==> src/rtl/vga_timing_gen.sv <==
`default_nettype none
// ============================================================================
// Module   : vga_timing_gen
// Purpose  : Parametrised raster timing generator. Produces the pixel-tick
//            strobe, hpos/vpos counters, sync, display-enable and line/frame
//            strobes. Sync polarity is selectable, run freezes the timing,
//            and an N_PIPE-tick delay line aligns the status outputs with
//            downstream pixel-pipeline latency.
// Options  : define VGA_TIMING_FRAME_CNT_EN to add the 16-bit frame_cnt port.
// Revision : 1.0 - initial release
// ============================================================================
module vga_timing_gen #(
  parameter int HPOS_WIDTH = 11,
  parameter int VPOS_WIDTH = 10,
  parameter int H_DISPLAY  = 640,
  parameter int H_FRONT    = 16,
  parameter int H_SYNC     = 96,
  parameter int H_BACK     = 48,
  parameter int V_DISPLAY  = 480,
  parameter int V_FRONT    = 10,
  parameter int V_SYNC     = 2,
  parameter int V_BACK     = 33,
  parameter int CLK_DIV    = 2,
  parameter int N_PIPE     = 0,
  parameter bit H_SYNC_POL = 1'b0,
  parameter bit V_SYNC_POL = 1'b0
) (
  input  logic                  clk,
  input  logic                  rst,
  input  logic                  run,
  output logic                  pixel_en,
  output logic [HPOS_WIDTH-1:0] hpos,
  output logic [VPOS_WIDTH-1:0] vpos,
  output logic                  hsync,
  output logic                  vsync,
  output logic                  display_on,
  output logic                  line_start,
  output logic                  frame_start
`ifdef VGA_TIMING_FRAME_CNT_EN
  ,
  output logic [15:0]           frame_cnt
`endif
);

  localparam int C_H_TOTAL = H_DISPLAY + H_FRONT + H_SYNC + H_BACK;
  localparam int C_V_TOTAL = V_DISPLAY + V_FRONT + V_SYNC + V_BACK;
  localparam int C_DIV_W   = (CLK_DIV > 1) ? $clog2(CLK_DIV) : 1;

  localparam logic [C_DIV_W-1:0]    C_DIV_LAST = C_DIV_W'(CLK_DIV - 1);
  localparam logic [HPOS_WIDTH-1:0] C_H_LAST   = HPOS_WIDTH'(C_H_TOTAL - 1);
  localparam logic [HPOS_WIDTH-1:0] C_H_DISP   = HPOS_WIDTH'(H_DISPLAY);
  localparam logic [HPOS_WIDTH-1:0] C_HS_FIRST = HPOS_WIDTH'(H_DISPLAY + H_FRONT);
  localparam logic [HPOS_WIDTH-1:0] C_HS_LAST  = HPOS_WIDTH'(H_DISPLAY + H_FRONT + H_SYNC - 1);
  localparam logic [VPOS_WIDTH-1:0] C_V_LAST   = VPOS_WIDTH'(C_V_TOTAL - 1);
  localparam logic [VPOS_WIDTH-1:0] C_V_DISP   = VPOS_WIDTH'(V_DISPLAY);
  localparam logic [VPOS_WIDTH-1:0] C_VS_FIRST = VPOS_WIDTH'(V_DISPLAY + V_FRONT);
  localparam logic [VPOS_WIDTH-1:0] C_VS_LAST  = VPOS_WIDTH'(V_DISPLAY + V_FRONT + V_SYNC - 1);

  // Status vector layout: {hsync, vsync, display_on, line_start, frame_start}.
  // The idle value holds both syncs at their inactive level.
  localparam logic [4:0] C_STAT_IDLE = {~H_SYNC_POL, ~V_SYNC_POL, 3'b000};

  logic [C_DIV_W-1:0]    r_div;
  logic [HPOS_WIDTH-1:0] w_h_nxt;
  logic [VPOS_WIDTH-1:0] w_v_nxt;
  logic                  w_hs_act;
  logic                  w_vs_act;
  logic [4:0]            w_status;
  logic [4:0]            r_pipe [0:N_PIPE];

  // Clock divider: pixel_en is registered and pulses in the cycle after the
  // count wraps; run=0 holds the count so resuming continues the same phase.
  always_ff @(posedge clk) begin
    if (rst) begin
      r_div    <= '0;
      pixel_en <= 1'b0;
    end else if (run) begin
      if (r_div == C_DIV_LAST) begin
        r_div    <= '0;
        pixel_en <= 1'b1;
      end else begin
        r_div    <= r_div + 1'b1;
        pixel_en <= 1'b0;
      end
    end else begin
      pixel_en <= 1'b0;
    end
  end

  // Next raster position and the status derived from that new position.
  always_comb begin
    w_h_nxt = hpos + 1'b1;
    w_v_nxt = vpos;
    if (hpos == C_H_LAST) begin
      w_h_nxt = '0;
      if (vpos == C_V_LAST) begin
        w_v_nxt = '0;
      end else begin
        w_v_nxt = vpos + 1'b1;
      end
    end
    w_hs_act = (w_h_nxt >= C_HS_FIRST) && (w_h_nxt <= C_HS_LAST);
    w_vs_act = (w_v_nxt >= C_VS_FIRST) && (w_v_nxt <= C_VS_LAST);
    w_status = {~(w_hs_act ^ H_SYNC_POL),
                ~(w_vs_act ^ V_SYNC_POL),
                (w_h_nxt < C_H_DISP) && (w_v_nxt < C_V_DISP),
                (w_h_nxt == '0),
                (w_h_nxt == '0) && (w_v_nxt == '0)};
  end

  // Raster counters; reset parks them on the last position so the first
  // pixel tick lands on (0,0). A pixel_en pulse already issued still
  // advances even if run drops in that same cycle.
  always_ff @(posedge clk) begin
    if (rst) begin
      hpos <= C_H_LAST;
      vpos <= C_V_LAST;
    end else if (pixel_en) begin
      hpos <= w_h_nxt;
      vpos <= w_v_nxt;
    end
  end

  // Status delay line: stage 0 is the registered status, each further stage
  // adds one pixel tick of delay.
  always_ff @(posedge clk) begin
    if (rst) begin
      for (int i = 0; i <= N_PIPE; i++) begin
        r_pipe[i] <= C_STAT_IDLE;
      end
    end else if (pixel_en) begin
      r_pipe[0] <= w_status;
      for (int i = 1; i <= N_PIPE; i++) begin
        r_pipe[i] <= r_pipe[i-1];
      end
    end
  end

  assign {hsync, vsync, display_on, line_start, frame_start} = r_pipe[N_PIPE];

`ifdef VGA_TIMING_FRAME_CNT_EN
  // Frame counter bumps on the undelayed (0,0) tick, wrapping at 16 bits.
  always_ff @(posedge clk) begin
    if (rst) begin
      frame_cnt <= '0;
    end else if (pixel_en && w_status[0]) begin
      frame_cnt <= frame_cnt + 16'd1;
    end
  end
`endif

endmodule
`default_nettype wire
==> config.mk <==
export PLATFORM = sky130hd
export DESIGN_NAME = vga_timing_gen
export DESIGN_NICKNAME = d
export VERILOG_FILES = /design/src/rtl/vga_timing_gen.sv
export SDC_FILE = /design/constraint.sdc
export NUM_CORES = 1
export LEC_CHECK = 0
export ABC_AREA = 1
export CAP_MARGIN = 10
export CORE_UTILIZATION = 25
export CTS_BUF_LIST = sky130_fd_sc_hd__clkbuf_16
export CTS_CLUSTER_DIAMETER = 150
export CTS_CLUSTER_SIZE = 28
export DETAILED_ROUTE_END_ITERATION = 8
export GPL_TIMING_DRIVEN = 0
export HOLD_SLACK_MARGIN = 0.1
export PLACE_DENSITY = 0.48
export RECOVER_POWER = 25
export SETUP_SLACK_MARGIN = 0.05
export SLEW_MARGIN = 20
export SYNTH_ARGS = -nofsm -noshare
export SYNTH_HDL_FRONTEND = slang
export SYNTH_SLANG_ARGS = --single-unit
==> constraint.sdc <==
create_clock -name clk -period 1.9 [get_ports clk]
set_input_delay 0.38 -clock clk [delete_from_list [all_inputs] [get_ports clk]]
set_output_delay 0.38 -clock clk [all_outputs]
set_load 0.02 [all_outputs]
==> run metrics, run 1 <==
mux contribution to synthesized area=0%; Post-DP HPWL=3.64 mm; Buffers on Ports=29; final hold vios=0; status=finished clean; Synth Area in Simple Gates=42.1%; Chip Height=85.1 um; CP endpoint=r_pipe[0][2]; fin util=38.2%; CP cell instances=ha_4, nand2_2, nor2_4, nand2_4, nor2_8, buf_6, nand2_1, nand2_1, nand2_2, nor2_1, nand3_1, nand2_1, nor2_1; final setup fails=0; Worst path slowest cell=dfxtp_4; multi-input combinational cell area=0.00110 mm^2; GP Congestion=0.856; unrepaired setup endpoints after global routing=true; ant diodes=0; Row Count=29; slew margin rel.=74.2%; max-slew violation count=0; clk sink count=28; pwr dens=707 mW/mm^2; FF-to-FF End=r_pipe[0][2]; R2R setup slack=0.09 ns; Max Cap Viol=0; clock slew at reported path FFs=0.07 ns; Req. time, crit path=1.93 ns; max layer used=met4; largest family of logic cells by synthesized area=simple AND/OR/NAND/NOR gates; maximum operating frequency=553 MHz; post-synthesis xor/xnor area fraction=1.52%; average wire per standard cell=13.1 um; Worst VDD drop=0.320 mV; Antenna Nets Post-Route=0; post-route setup slack=0.0912 ns; synth unique cells=27; clk root buf=clkbuf_16; crit path launch=hpos[0]; WL final=5.04 mm; initial antenna violation count=0; mapped cell area=0.00173 mm^2; Seq/Total Area, Yosys=35.3%; Reg2Reg Launch Point=hpos[0]; Compound-Gate Fraction of Synth Area=9.63%; M1 WL=2.58 mm; largest net degree at the start of global routing=17; Worst path depth=13; Die W=85.1 um; delay-heaviest family, CP=simple AND/OR/NAND/NOR gates; Worst setup SP type=flop; number of DRC markers in iteration 0=100; Starting Density=26.6%; part of the cycle the worst path needs=95.2%; leakage=1.09 nW; IO Count=30; Yosys reg bits=28; slew at the pin with the worst max-slew slack=0.387 ns; Num CTS Buffers=3; clk_lat worst skew=0.27 ns; CP Class=reg -> reg; crit-path max cell delay=0.36 ns; FF-to-FF path depth=13; Hold Path Class=reg -> reg; pre-CTS setup slack=-0.694 ns; die area=0.00725 mm^2; Synth Net Count=268; FF/Latch Area=632 um^2; Crit. End Element=flop; Core Area=0.00649 mm^2; DRC=0; post-synthesis adder-cell area fraction=2.90%; crit path time final=1.81 ns; Fill cells=702; drt pass-1 iters=4; CTS tree=built; crit path max fanout=7; routed wl met2=2.27 mm; skew final=0.00207 ns; crit path DAT=1.84 ns; H-tree levels=1; Post-CTS Hold Buffers=0; total gr overflow=0; vias in the first global route=1644; Tot GR Track Use=14.1%; CP most frequent cell=nand2_1; Syn. warnings=0; cells after synthesis=261; share of layout cells above drive strength 1=21.2%; Synth-to-Final Area Change=43.5%; WL met3=102 um; Hold Slack=0.447 ns; via count=1842; post-DR vias/cell=4.80; syn avg cell area=6.62 um^2; Final nets=315; Clock Tree Buf Depth=2; CP Buf/Inv Count=1; first-pass GRT wire length=7.98 mm
-- report_power, final --
part           internal, mW  leakage, nW  switching (mW)
clock                 0.421       0.0511           0.232
combinational         0.186        0.805           0.276
sequential            0.619        0.232          0.0201
-- how the worst min path moves through the flow --
stage,startpoint,to,slack [ns],cells past startpoint
6_report,r_div,pixel_en,0.45,2
5_1_grt,r_div,pixel_en,0.47,2
4_1_cts,r_div,pixel_en,0.45,2
3_5_place_dp,r_div,pixel_en,0.44,2
3_3_place_gp,r_div,pixel_en,0.44,2
2_1_floorplan,r_div,pixel_en,0.42,2
-- per-layer routing --
layer / up-vias / GRT usage (%)
met3: 7 / 1.56
met4: 0 / 5.86
met1: 847 / 19.8
li1: 955 / -
met5: - / 0
met2: 33 / 22.0
-- flip-flops by register name (all words and copies together) (netlist names) --
| signal | cells |
|---|---|
| vpos | 10 |
| hpos | 11 |
| pixel_en | 1 |
| r_div | 1 |
| r_pipe | 5 |
-- synthesized netlist by cell type --
library cell / count / area, um^2
nand2_1: 69 / 259
nor2_1: 37 / 139
inv_1: 33 / 124
nand3_1: 27 / 135
dfxtp_1: 23 / 460
o22ai_1: 9 / 56.3
a21oi_1: 8 / 40.0
nand4_1: 7 / 43.8
nor3_1: 7 / 35.0
o21ai_0: 7 / 35.0
edfxtp_1: 5 / 150
ha_1: 4 / 50.1
nand2_2: 4 / 25.0
a22oi_1: 3 / 22.5
xor2_1: 3 / 26.3
clkbuf_1: 2 / 7.51
nand3_2: 2 / 20.0
nand3b_1: 2 / 15.0
buf_6: 1 / 11.3
inv_2: 1 / 3.75
nand2_4: 1 / 11.3
nor2_2: 1 / 6.26
nor2_4: 1 / 11.3
nor2_8: 1 / 20.0
nor3b_1: 1 / 7.51
o211ai_1: 1 / 7.51
o21ai_1: 1 / 5.00
-- per-stage QoR --
stage               std cells  power, mW  area (um^2)  TNS, ns
floorplan                 261      0.917         1750        0
global placement          367       1.02         2130   -12.12
detailed placement        367       1.02         2130   -12.19
CTS                       377       1.72         2340        0
global route              384       1.83         2480   -0.104
finish                    384       1.75         2480        0
-- logic make-up (layout without fill, tap and decap cells) --
kind of cell,Yosys count,count (layout)
DFF,28,28
and+or+nand+nor,160,160
xor gates and xnor gates,3,3
buffers and inverters,37,83
AOI/OAI and AO/OA,29,29
adders and majority gates,4,4
-- worst reg2reg max path, stage by stage, from the launching register on --
cell     delay, ns
dfxtp_4       0.36
ha_4          0.15
nand2_2       0.07
nor2_4        0.12
nand2_4       0.09
nor2_8        0.11
buf_6         0.14
nand2_1       0.06
nand2_1       0.08
nand2_2       0.07
nor2_1        0.10
nand3_1       0.10
nand2_1       0.09
nor2_1        0.04
-- layout make-up --
| type | count | share of cell area [%] |
|---|---|---|
| Clock buffer | 3 | 3.03 |
| Buffer | 3 | 1.01 |
| Sequential cell | 28 | 25.5 |
| Inverter | 34 | 5.15 |
| Multi-Input combinational cell | 196 | 44.5 |
| Tap cell | 77 | 3.88 |
| Timing Repair Buffer | 42 | 15.8 |
| Clock inverter | 1 | 1.21 |
-- layout by cell type (no fill, tap or decap), types with 2 or more instances in the layout --
master / netlist / routed
nand3b_1: 2 / 2
nor2_1: 37 / 29
ha_1: 4 / 2
a21oi_1: 8 / 8
o21ai_0: 7 / 7
a22oi_1: 3 / 3
nor2_2: 1 / 3
dfxtp_1: 23 / 12
buf_4: 0 / 12
nand3_2: 2 / 6
nor3_1: 7 / 4
xor2_1: 3 / 2
nand2_4: 1 / 2
nor3_2: 0 / 2
o22ai_1: 9 / 9
edfxtp_1: 5 / 5
nand3_1: 27 / 23
nor2_4: 1 / 7
dfxtp_2: 0 / 8
nand4_1: 7 / 7
clkbuf_2: 0 / 2
dfxtp_4: 0 / 3
nand2_2: 4 / 8
inv_1: 33 / 33
clkdlybuf4s50_1: 0 / 29
clkbuf_16: 0 / 3
nand2_1: 69 / 64
-- what timing repair did --
| item | CTS | global route |
|---|---|---|
| pin swaps | 5 | 8 |
| resized for setup | 17 | 27 |
| setup buffers | 6 | 7 |
| setup endpoints to repair | 21 | 15 |
(Power assumes the default switching activity.)
==> inputs of run 2 (changes only) <==
--- a/config.mk
+++ b/config.mk
@@ -9,7 +9,6 @@
 export CAP_MARGIN = 10
 export CORE_UTILIZATION = 25
 export CTS_BUF_LIST = sky130_fd_sc_hd__clkbuf_16
-export CTS_CLUSTER_DIAMETER = 150
 export CTS_CLUSTER_SIZE = 28
 export DETAILED_ROUTE_END_ITERATION = 8
 export GPL_TIMING_DRIVEN = 0
@@ -17,6 +16,7 @@
 export PLACE_DENSITY = 0.48
 export RECOVER_POWER = 25
 export SETUP_SLACK_MARGIN = 0.05
+export SKIP_CTS_REPAIR_TIMING = 1
 export SLEW_MARGIN = 20
 export SYNTH_ARGS = -nofsm -noshare
 export SYNTH_HDL_FRONTEND = slang
==> run metrics, run 2 (synthesis results as in run 1) <==
Hold Path Class=reg -> reg; maximum operating frequency=538 MHz (-2.6%); Crit. End Element=flop; Hold Slack=0.448 ns (+0.00179 ns); clk_lat worst skew=0.27 ns (about the same); internal power=1.25 mW (+1.8%); initial antenna violation count=0 (unchanged); post-DR vias/cell=4.89 (+1.9%); Worst path slowest cell=dfxtp_4; post-route insts no fill=386 (+0.52%); Req. time, crit path=1.93 ns (about the same); CP Buf/Inv Count=2 (+1); Chip Height=85.1 um (unchanged); pre-CTS setup slack=-0.694 ns (unchanged); GP Congestion=0.856 (unchanged); final hold vios=0 (unchanged); commonest cells after routing, fill and taps aside=nand2_1, inv_1, nor2_1, clkdlybuf4s50_1, nand3_1; average wire per standard cell=13.2 um (+0.19%); drt pass-1 iters=4 (unchanged); DRC=0 (unchanged); most flop-heavy register=hpos; final setup fails=0 (unchanged); CTS tree=built; CP cell instances=ha_4, nand2_4, nor2_4, nand2_4, nor2_8, buf_4, nand2_1, nand2_1, nand2_2, buf_4, nand2_1, nor2_1, nand3_1, nor2_1; unrepaired setup endpoints after global routing=true; Num CTS Buffers=3 (unchanged); Worst setup SP type=flop; Largest register FFs=11 (unchanged); share of layout cells above drive strength 1=21.7% (+0.51 points); Die W=85.1 um (unchanged); Fill cells=709 (+1.0%); Tot GR Track Use=14.0% (-0.082 points); WL final=5.08 mm (+0.71%); crit path DAT=1.89 ns (+0.05 ns); Row Count=29 (unchanged); vias in the first global route=1634 (-0.61%); leakage=1.09 nW (+0.27%); Post-DP Area=0.00213 mm^2 (unchanged); Buffers on Ports=29 (unchanged); crit-path max cell delay=0.38 ns (+0.02 ns); status=finished clean; Gate power share=27.3% (+1.0 points); slew margin rel.=74.8% (+0.58 points); clk root buf=clkbuf_16; Seq pwr share=36.0% (-0.4 points); number of DRC markers in iteration 0=80 (-20%); Worst VDD drop=0.322 mV (+0.61%); fin util=38.7% (+0.50 points); Clock Tree Buf Depth=2 (unchanged); largest net degree at the start of global routing=17 (unchanged); switch share=29.9% (-0.24 points); clk sink count=28 (unchanged); ant diodes=0 (unchanged); Antenna Nets Post-Route=0 (unchanged); Synth-to-Final Area Change=45.4%; crit path time final=1.86 ns (+0.0484 ns); top flop regs=hpos (11), vpos (10), r_pipe (5); placed cells=367 (unchanged); first-pass GRT wire length=7.94 mm (-0.53%); Post-Route Setup TNS=0 ns (unchanged); slew at the pin with the worst max-slew slack=0.378 ns (-0.00872 ns); Core Area=0.00649 mm^2 (unchanged); H-tree levels=1 (unchanged); post-route setup slack=0.0428 ns (-0.0484 ns); commonest non-fill, non-tap cell in the layout=nand2_1; Power Total=1.78 mW (+1.5%); part of the cycle the worst path needs=97.7% (+2.5 points); total gr overflow=0 (unchanged); Max Cap Viol=0 (unchanged); sw power=0.531 mW (+0.63%); crit path max fanout=5 (-2); CP most frequent cell=nand2_1; die area=0.00725 mm^2 (unchanged); clock slew at reported path FFs=0.08 ns (about the same); Starting Density=26.6% (unchanged); via count=1887 (+2.4%); delay-heaviest family, CP=simple AND/OR/NAND/NOR gates; max-slew violation count=0 (unchanged); Post-DP HPWL=3.64 mm (unchanged); IO Count=30 (unchanged); CP Class=reg -> reg; skew final=0.00338 ns (+0.00130 ns); Final nets=317 (+0.63%); pwr dens=708 mW/mm^2 (+0.14%); clock network fraction of total power=36.8% (-0.4 points); design area=0.00251 mm^2 (+1.3%)
[run 2: cell types whose count changed in the layout (fill, tap and decap cells not counted), sizes merged]
cell    change
clkbuf      +1
buf         +1
[run 2: metal layers]
metal	GRT usage, %	vias up	share of wire [%]
met3	2.04	7	3.6
met1	19.6	877	49
li1	-	959	-
met5	0	-	0
met4	6.32	0	1.8
met2	21.4	44	45
[run 2: layout make-up]
type | count | area [um^2] | share of cell area (%)
Multi-Input combinational cell | 196 | 1100 | 43.9
Sequential cell | 28 | 632 | 25.1
Timing Repair Buffer | 44 | 424 | 16.9
Inverter | 34 | 128 | 5.08
Tap cell | 77 | 96.3 | 3.83
Clock buffer | 3 | 75.1 | 2.99
Clock inverter | 1 | 30.0 | 1.20
Buffer | 3 | 25.0 | 0.996
[run 2: final timing paths]
| check | from | endpoint | slack, ns | depth (start not counted) |
|---|---|---|---|---|
| max | hpos[0] | r_pipe[0][0] | 0.04 | 14 |
| min | r_div | pixel_en | 0.45 | 2 |
| max reg2reg | hpos[0] | r_pipe[0][0] | 0.04 | 14 |
| min reg2reg | r_div | pixel_en | 0.45 | 2 |
[run 2: worst reg2reg max path, delay by kind of cell, from the launching register on]
| kind | cells | cell delay [ns] |
|---|---|---|
| AND/OR/NAND/NOR | 11 | 0.80 |
| flip-flops | 1 | 0.38 |
| buffers and inverters | 2 | 0.28 |
| adder cells (fa/ha/maj) | 1 | 0.17 |
[run 2: power groups by stage]
| stage | registers (mW) | clock network [mW] | logic [mW] |
|---|---|---|---|
| 2_1_floorplan | 0.670 | 0 | 0.248 |
| 3_3_place_gp | 0.655 | 0 | 0.369 |
| 3_5_place_dp | 0.655 | 0 | 0.369 |
| 4_1_cts | 0.641 | 0.670 | 0.371 |
| 5_1_grt | 0.643 | 0.687 | 0.529 |
| 6_report | 0.640 | 0.654 | 0.485 |
